<file path="src/rtl/input_conditioner.sv">
// input_conditioner: front end for the two player push-buttons.
// Each raw pad goes through a synchroniser and a debouncer. The up button also
// feeds a press latch that holds a short tap until the next sample tick.
//
// Ports:
//   clk             system clock
//   rst_n           synchronous, active-low reset
//   sample_tick     one-cycle game tick; consumes a latched up press
//   btn_up_raw      asynchronous up/jump pad, active-high
//   btn_down_raw    asynchronous down/duck pad, active-high
//   button_up       debounced up level OR pending latched up press
//   button_down     debounced down level (no latch)
//   up_level        debounced up level, for debug/LED
//   any_press_pulse one-cycle pulse after a debounced rise on either button
module input_conditioner #(
    parameter int unsigned SYNC_STAGES    = 2,
    parameter int unsigned DEBOUNCE_COUNT = 16,
    parameter int unsigned CNT_W          = 5
) (
    input  logic clk,
    input  logic rst_n,
    input  logic sample_tick,
    input  logic btn_up_raw,
    input  logic btn_down_raw,
    output logic button_up,
    output logic button_down,
    output logic up_level,
    output logic any_press_pulse
);

    localparam int unsigned NBTN = 2;

    // The cycle that moves the FSM out of LOW/HIGH is the first disagreement
    // cycle, so the filter state covers the remaining DEBOUNCE_COUNT-1 cycles
    // with counts 0..DEBOUNCE_COUNT-2. This gives exactly DEBOUNCE_COUNT
    // consecutive disagreeing samples before the level flips.
    localparam logic [CNT_W-1:0] CNT_LAST = CNT_W'(DEBOUNCE_COUNT - 2);

    typedef enum logic [1:0] {
        ST_LOW    = 2'd0,
        ST_FILT_H = 2'd1,
        ST_HIGH   = 2'd2,
        ST_FILT_L = 2'd3
    } db_state_e;

    logic [NBTN-1:0] raw_c;
    logic [NBTN-1:0] level_c;
    logic [NBTN-1:0] rise_c;

    logic up_latch_q, up_latch_d;
    logic press_pulse_q, press_pulse_d;

    assign raw_c = {btn_down_raw, btn_up_raw};

    // Per-button synchroniser + debouncer (index 0 = up, 1 = down)
    for (genvar g = 0; g < NBTN; g++) begin : g_btn
        logic [SYNC_STAGES-1:0] sync_q, sync_d;
        logic                   synced_c;
        db_state_e              state_q, state_d;
        logic [CNT_W-1:0]       cnt_q, cnt_d;
        logic                   level_q, level_d;
        logic                   btn_rise_c;

        // Shift chain: stage 0 samples the pad, last stage is the synced level
        always_comb begin
            sync_d = {sync_q[SYNC_STAGES-2:0], raw_c[g]};
        end

        assign synced_c = sync_q[SYNC_STAGES-1];

        // Debounce next-state logic
        always_comb begin
            state_d    = state_q;
            cnt_d      = cnt_q;
            btn_rise_c = 1'b0;
            case (state_q)
                ST_LOW: begin
                    if (synced_c) begin
                        state_d = ST_FILT_H;
                        cnt_d   = '0;
                    end
                end
                ST_FILT_H: begin
                    if (!synced_c) begin
                        state_d = ST_LOW;
                        cnt_d   = '0;
                    end else if (cnt_q == CNT_LAST) begin
                        state_d    = ST_HIGH;
                        cnt_d      = '0;
                        btn_rise_c = 1'b1;
                    end else begin
                        cnt_d = cnt_q + CNT_W'(1);
                    end
                end
                ST_HIGH: begin
                    if (!synced_c) begin
                        state_d = ST_FILT_L;
                        cnt_d   = '0;
                    end
                end
                ST_FILT_L: begin
                    if (synced_c) begin
                        state_d = ST_HIGH;
                        cnt_d   = '0;
                    end else if (cnt_q == CNT_LAST) begin
                        state_d = ST_LOW;
                        cnt_d   = '0;
                    end else begin
                        cnt_d = cnt_q + CNT_W'(1);
                    end
                end
            endcase
            level_d = (state_d == ST_HIGH) || (state_d == ST_FILT_L);
        end

        // Per-button registers
        always_ff @(posedge clk) begin
            if (!rst_n) begin
                sync_q  <= '0;
                state_q <= ST_LOW;
                cnt_q   <= '0;
                level_q <= 1'b0;
            end else begin
                sync_q  <= sync_d;
                state_q <= state_d;
                cnt_q   <= cnt_d;
                level_q <= level_d;
            end
        end

        assign level_c[g] = level_q;
        assign rise_c[g]  = btn_rise_c;
    end

    // Press latch and pulse; a rise on the tick edge must outlive that tick
    always_comb begin
        up_latch_d = up_latch_q;
        if (sample_tick) begin
            up_latch_d = 1'b0;
        end
        if (rise_c[0]) begin
            up_latch_d = 1'b1;
        end
        press_pulse_d = |rise_c;
    end

    always_ff @(posedge clk) begin
        if (!rst_n) begin
            up_latch_q    <= 1'b0;
            press_pulse_q <= 1'b0;
        end else begin
            up_latch_q    <= up_latch_d;
            press_pulse_q <= press_pulse_d;
        end
    end

    assign up_level        = level_c[0];
    assign button_down     = level_c[1];
    assign button_up       = level_c[0] | up_latch_q;
    assign any_press_pulse = press_pulse_q;

endmodule

</file>
<file path="config.mk">
export PLATFORM = sky130hd
export DESIGN_NAME = input_conditioner
export DESIGN_NICKNAME = d
export VERILOG_FILES = /design/src/rtl/input_conditioner.sv
export SDC_FILE = /design/constraint.sdc
export NUM_CORES = 1
export LEC_CHECK = 0
export BUFFER_PORTS_ARGS = -buffer_cell sky130_fd_sc_hd__clkbuf_2
export CAP_MARGIN = 20
export CORE_MARGIN = 3
export CORE_UTILIZATION = 38
export DETAILED_ROUTE_END_ITERATION = 10
export GPL_TIMING_DRIVEN = 0
export PLACE_DENSITY = 0.6
export SLEW_MARGIN = 20
export SYNTH_ARGS = -nofsm -noshare
export SYNTH_HDL_FRONTEND = slang
export SYNTH_SLANG_ARGS = --single-unit
export TNS_END_PERCENT = 20
</file>
<file path="constraint.sdc">
create_clock -name clk -period 1.8 [get_ports clk]
set_input_delay 0.36 -clock clk [delete_from_list [all_inputs] [get_ports clk]]
set_output_delay 0.36 -clock clk [all_outputs]
set_load 0.05 [all_outputs]
</file>
# After elaboration in Yosys (flattened, before gate mapping)
# Cells that the tools add are included.
# word_totals
out_inout_bits	4
regBits	22
input_bits	5
wordCells	71
# classes
n_eq_ne	16
mux	34
n_addsub	2
reduce_logical	8
bitwise_logic	1
# ops
cell	count
$mux 5	10
$pmux 5 s4	2
$mux 2	12
$eq 2x2->1 const B	8
$pmux 2 s4	2
$add 5x1->5 const B	2
$eq 5x4->1 const B	2
$mux 1	8
$ne 2x2->1 const B	4
$eq 2x1->1 const B	2
$logic_not 2->1	2
$reduce_and 2->1	2
$logic_or 1x1->1	2
$reduce_bool 2->1	1
$reduce_or 2->1	1
$or 1x1->1	1

# Longest topological paths before layout
# logic_depth
depth_word	6
mapped_depth	5
mapped_depth_nobuf	5

# Worst setup path after synthesis
# Ideal clock, no wire load.
# synth_path
path_kind	reg-to-reg
start	reg g_btn[0].state_q[1]
end	reg g_btn[0].cnt_q[1]
arrival_time_ns	1.545
path_buffers	0
synth_period_minus_slack_ns	1.616
setup_time_ns	0.070
t_required_ns	1.730
slack_ns	0.184
stages_incl_launch_ff	4
cell_sequence	dfxtp_1 -> xnor2_1 -> or4_1 -> a21oi_1
# synth_via
elab_chain_len	3
elab_cells_between_ends	8
classes_between	eq/ne: 5; mux: 1; reduce/logical: 2
# synth_rtl
element	line	source
start: declaration	59	db_state_e state_q, state_d;
start signal: assignment	125	state_q <= state_d;
$eq 2x2->1 or $logic_not 2->1 (tied branches)	76	case (state_q)
$ne 2x2->1 (no line)	--	
$reduce_and 2->1 (no line)	--	
end signal: assignment	126	cnt_q <= cnt_d;
end: declaration	60	logic [CNT_W-1:0] cnt_q, cnt_d;
# Parallel ways exist; a longest one is shown, timed or not.
# A chain may end at the register's enable or synchronous reset.

# Worst setup path after layout
# layout_path
start	reg g_btn[1].cnt_q[0]
end	reg g_btn[1].cnt_q[1]
# layout_via
elab_chain_len	4
elab_cells_between_ends	6
classes_between	add/sub: 1; eq/ne: 1; mux: 4
# layout_rtl
element	line
start: declaration	60
start signal: assignment	126
$add 5x1->5 or $eq 5x4->1 (tied branches)	--
$mux 5 *	87, 105
$mux 5, on equally long branches	102, 84
$pmux 5 s4 *	76
# Every way passes the cells marked *; elsewhere a longest branch is shown, timed or not.

==> reports/metrics.cfg <==
[outcome]
run_status = completed

[clock_tree]
cts.hold.buffers_added = 0
tritoncts = yes
cts_sinks = 21
clock_latency_on_the_worst_skew_pair_ns = 0.31
post_cts.resized_instances = 0
cts-root-to-sink-buffers = 2
clk_root_buffer_cell = sky130_fd_sc_hd__clkbuf_4
clk_pin_slew_worst_paths_ns = 0.12
cts_htree_levels = 1
postCtsSetupBuffers = 0
cts_buffers = 3

[drt]
avgRoutedWirePerCell_um = 12.3
drt_drc_violations_left = 0
dr_total_vias = 766
dr.first_iter.drc_count = 13
totalWireLength_um = 1760
antenna_left = 0
via_density = 5.36
number_of_detailed_routing_iterations_run_before_antenna_repair = 4

[synthesis]
synth_area_leaders = sky130_fd_sc_hd__dfxtp_1, sky130_fd_sc_hd__nand3_1, sky130_fd_sc_hd__nand4b_1
ys_top_cells_by_count = sky130_fd_sc_hd__dfxtp_1, sky130_fd_sc_hd__nand3_1, sky130_fd_sc_hd__a21oi_1
share_of_the_synthesized_area_in_the_top_cell_type_pct = 44.6
synth_area_per_cell_um2 = 9.15
post-synth-top-count-cell = sky130_fd_sc_hd__dfxtp_1
synthesis.instances = 103
synthesis.nets = 112
number_of_enable_flip_flop_cells_after_synthesis = 0
yosysWarningCount = 0
ys_ff_latch = 21
synth_cell_types = 22
ys_dominant_reg_cell = sky130_fd_sc_hd__dfxtp_1
synth-async-reset-ratio_pct = 0
syn_area_um2 = 942
synth.largest_area_cell = sky130_fd_sc_hd__dfxtp_1
ys_seq_area_share_pct = 44.6

[cells_and_area]
postLayoutCellArea_um2 = 1040
num_antenna_cells = 0
final_core_util_pct = 45.9
drive_above_1_share_pct = 13.0
area_growth_syn_to_layout_pct = 10.9
fin_nets = 125

[job]
maxCapViolCount = 0

[sta]
timing_worst_slew_pin_value_ns = 0.489
final-hold-violation-count = 0
grt_setup_unrepaired = no
timing.final.setup_violations = 0
max_clock_freq_mhz = 623
final_min_period_over_clock_period_pct = 89.1
hold-worst-slack_ns = 0.265
drv_slew = 0
final.setup.tns_ns = 0
fin_skew_ns = 0.0122
maxSlewHeadroom_pct = 67.1
period_minus_slack_ns = 1.60

[setup_path]
critical_path.max_fanout = 4
critical-path-slowest-cell = sky130_fd_sc_hd__or4_1
regToRegStartpoint = g_btn[1].cnt_q[0]$_SDFFE_PN0P_
cp.required_ns = 2.05
timing.critical_path.cells = inv_1, ha_1, and4b_1, or4_1, a21oi_1
regToRegEndpoint = g_btn[1].cnt_q[1]$_SDFFE_PN0P_
end_kind = flop
slowest_delay_ns = 0.47
worst-r2r-cell-count = 5
path_buf_inv = 1
worst-setup-path-type = reg2reg
timing.critical_path.from_type = flop
reg2reg_setup_slack_ns = 0.20
cp_data_arrival_time_ns = 1.85
critical-path-top-delay-family = simple AND/OR/NAND/NOR gates

[power]
switching_fraction_pct = 22.4
power_per_cell_area_nw_per_um2 = 696
switchingPower_uw = 163
power.clock.fraction_pct = 30.5
internal_power_uw = 564
power.static_leakage_uw = 0.000394
p_comb_share_pct = 4.4
ir_worst_vdd_mv = 0.591
sequentialPowerShare_pct = 65.2

[floorplanning]
chipHeight_um = 55.8
boundaryPins = 9
initial_core_util_pct = 41.4
die_outline_area_um2 = 3110
die_width_um = 55.8
floorplan.rows = 17
design.core.area_um2 = 2280

[place]
post_dp_cell_area_um2 = 1020
place_hpwl_um = 1320
place.port_buffers = 8
gpl.final_weighted_congestion = 0.769

[global_route]
maximum_number_of_pins_on_one_net_before_global_route_repair = 13
antenna_found_initial = 0
number_of_global_route_vias_before_repair = 733
grt_overflow = 0
gr-usage-all-layers_pct = 13.6
first_pass_grt_wire_length_um = 3440

[worst_hold_path]
hold_path_startpoint = btn_up_raw
worst_hold_end = g_btn[0].sync_q[0]$_SDFF_PN0_
hold_depth = 2
min-delay-path-class = in2reg

area by class of cell:
type                    count  area, um2
clock inverters             1       5.00
plain buffers               4       17.5
fillers                   235       1230
inverters                   5       18.8
repair buffers              8       40.0
multi-input cells          73        485
clock buffers               3       22.5
flip-flops and latches     21        420
well taps                  28       35.0
kinds of logic (layout without fill, tap and decap cells):
family / count (synthesis) / count (layout) / share of synthesized area, %
buffers and inverters: 9 / 21 / 3.85
adder cells (fa/ha/maj): 4 / 4 / 5.31
XOR/XNOR: 8 / 8 / 7.44
AND/OR/NAND/NOR: 42 / 42 / 27.4
AO/OA/AOI/OAI: 19 / 19 / 11.4
flip-flops: 21 / 21 / 44.6
per-stage QoR:
stage / total power (uW) / std cells / worst slack (ns)
final: 727 / 143 / 0.196
after global routing: 775 / 143 / 0.0896
after CTS: 743 / 143 / 0.197
after detailed placement: 516 / 139 / 0.222
after global placement: 515 / 139 / 0.267
after floorplan: 505 / 103 / 0.184
power by group through the flow:
stage	logic, uW	registers, uW	clock network (uW)
global route	37.1	475	263
finish	31.7	474	222
global placement	31.1	484	0
CTS	31.9	474	237
floorplan	21.4	483	0
detailed placement	31.7	484	0
worst max path at each step:
stage	slack [ns]	start	cells past startpoint	end
global route	0.09	g_btn[0].cnt_q[0]$_SDFFE_PN0P_	5	g_btn[0].cnt_q[1]$_SDFFE_PN0P_
floorplan	0.18	g_btn[0].state_q[1]$_SDFF_PN0_	3	g_btn[0].cnt_q[1]$_SDFFE_PN0P_
detailed placement	0.22	g_btn[1].cnt_q[0]$_SDFFE_PN0P_	5	g_btn[1].cnt_q[1]$_SDFFE_PN0P_
finish	0.20	g_btn[1].cnt_q[0]$_SDFFE_PN0P_	5	g_btn[1].cnt_q[1]$_SDFFE_PN0P_
CTS	0.20	g_btn[1].cnt_q[0]$_SDFFE_PN0P_	5	g_btn[1].cnt_q[1]$_SDFFE_PN0P_
global placement	0.27	g_btn[1].cnt_q[0]$_SDFFE_PN0P_	5	g_btn[1].cnt_q[1]$_SDFFE_PN0P_
metal layers:
| metal | vias to the layer above | share of wire, % | track usage [%] |
|---|---|---|---|
| met3 | 2 | 5.3 | 4.87 |
| met2 | 15 | 44 | 19.1 |
| met5 | - | 0 | 0 |
| li1 | 399 | - | - |
| met1 | 350 | 50 | 20.1 |
| met4 | 0 | 0.51 | 2.08 |
flip-flops by register name (all words and copies together) (netlist names):
register,count
g_btn.state_q,4
g_btn.cnt_q,10
any_press_pulse,1
up_latch_q,1
button_down,1
g_btn.sync_q,4
worst register-to-register path: cells and delay by family (launching register included):
| family | cells | cell delay, ns |
|---|---|---|
| AOI/OAI and AO/OA | 1 | 0.14 |
| adders and majority gates | 1 | 0.22 |
| buffers and inverters | 1 | 0.08 |
| DFF | 1 | 0.41 |
| and+or+nand+nor | 2 | 0.70 |
cells in the final DEF, fill, tap and decap left out:
master	n
sky130_fd_sc_hd__nor2b_1	2
sky130_fd_sc_hd__nand4_1	6
sky130_fd_sc_hd__a21oi_1	9
sky130_fd_sc_hd__a211oi_1	2
sky130_fd_sc_hd__nand2_1	6
sky130_fd_sc_hd__a31oi_1	2
sky130_fd_sc_hd__nand3_1	12
sky130_fd_sc_hd__or2_2	1
sky130_fd_sc_hd__and4b_1	2
sky130_fd_sc_hd__or4_1	2
sky130_fd_sc_hd__inv_1	5
sky130_fd_sc_hd__ha_1	4
sky130_fd_sc_hd__o22ai_1	4
sky130_fd_sc_hd__clkbuf_1	2
sky130_fd_sc_hd__clkbuf_4	3
sky130_fd_sc_hd__clkinv_2	1
sky130_fd_sc_hd__nand4b_1	6
sky130_fd_sc_hd__o21ai_0	2
sky130_fd_sc_hd__xnor2_1	2
sky130_fd_sc_hd__xor2_1	6
sky130_fd_sc_hd__and2_1	4
sky130_fd_sc_hd__buf_2	2
sky130_fd_sc_hd__clkbuf_2	8
sky130_fd_sc_hd__nand2b_1	1
sky130_fd_sc_hd__dfxtp_1	21
Note: power is estimated with default switching activity, not from simulation.
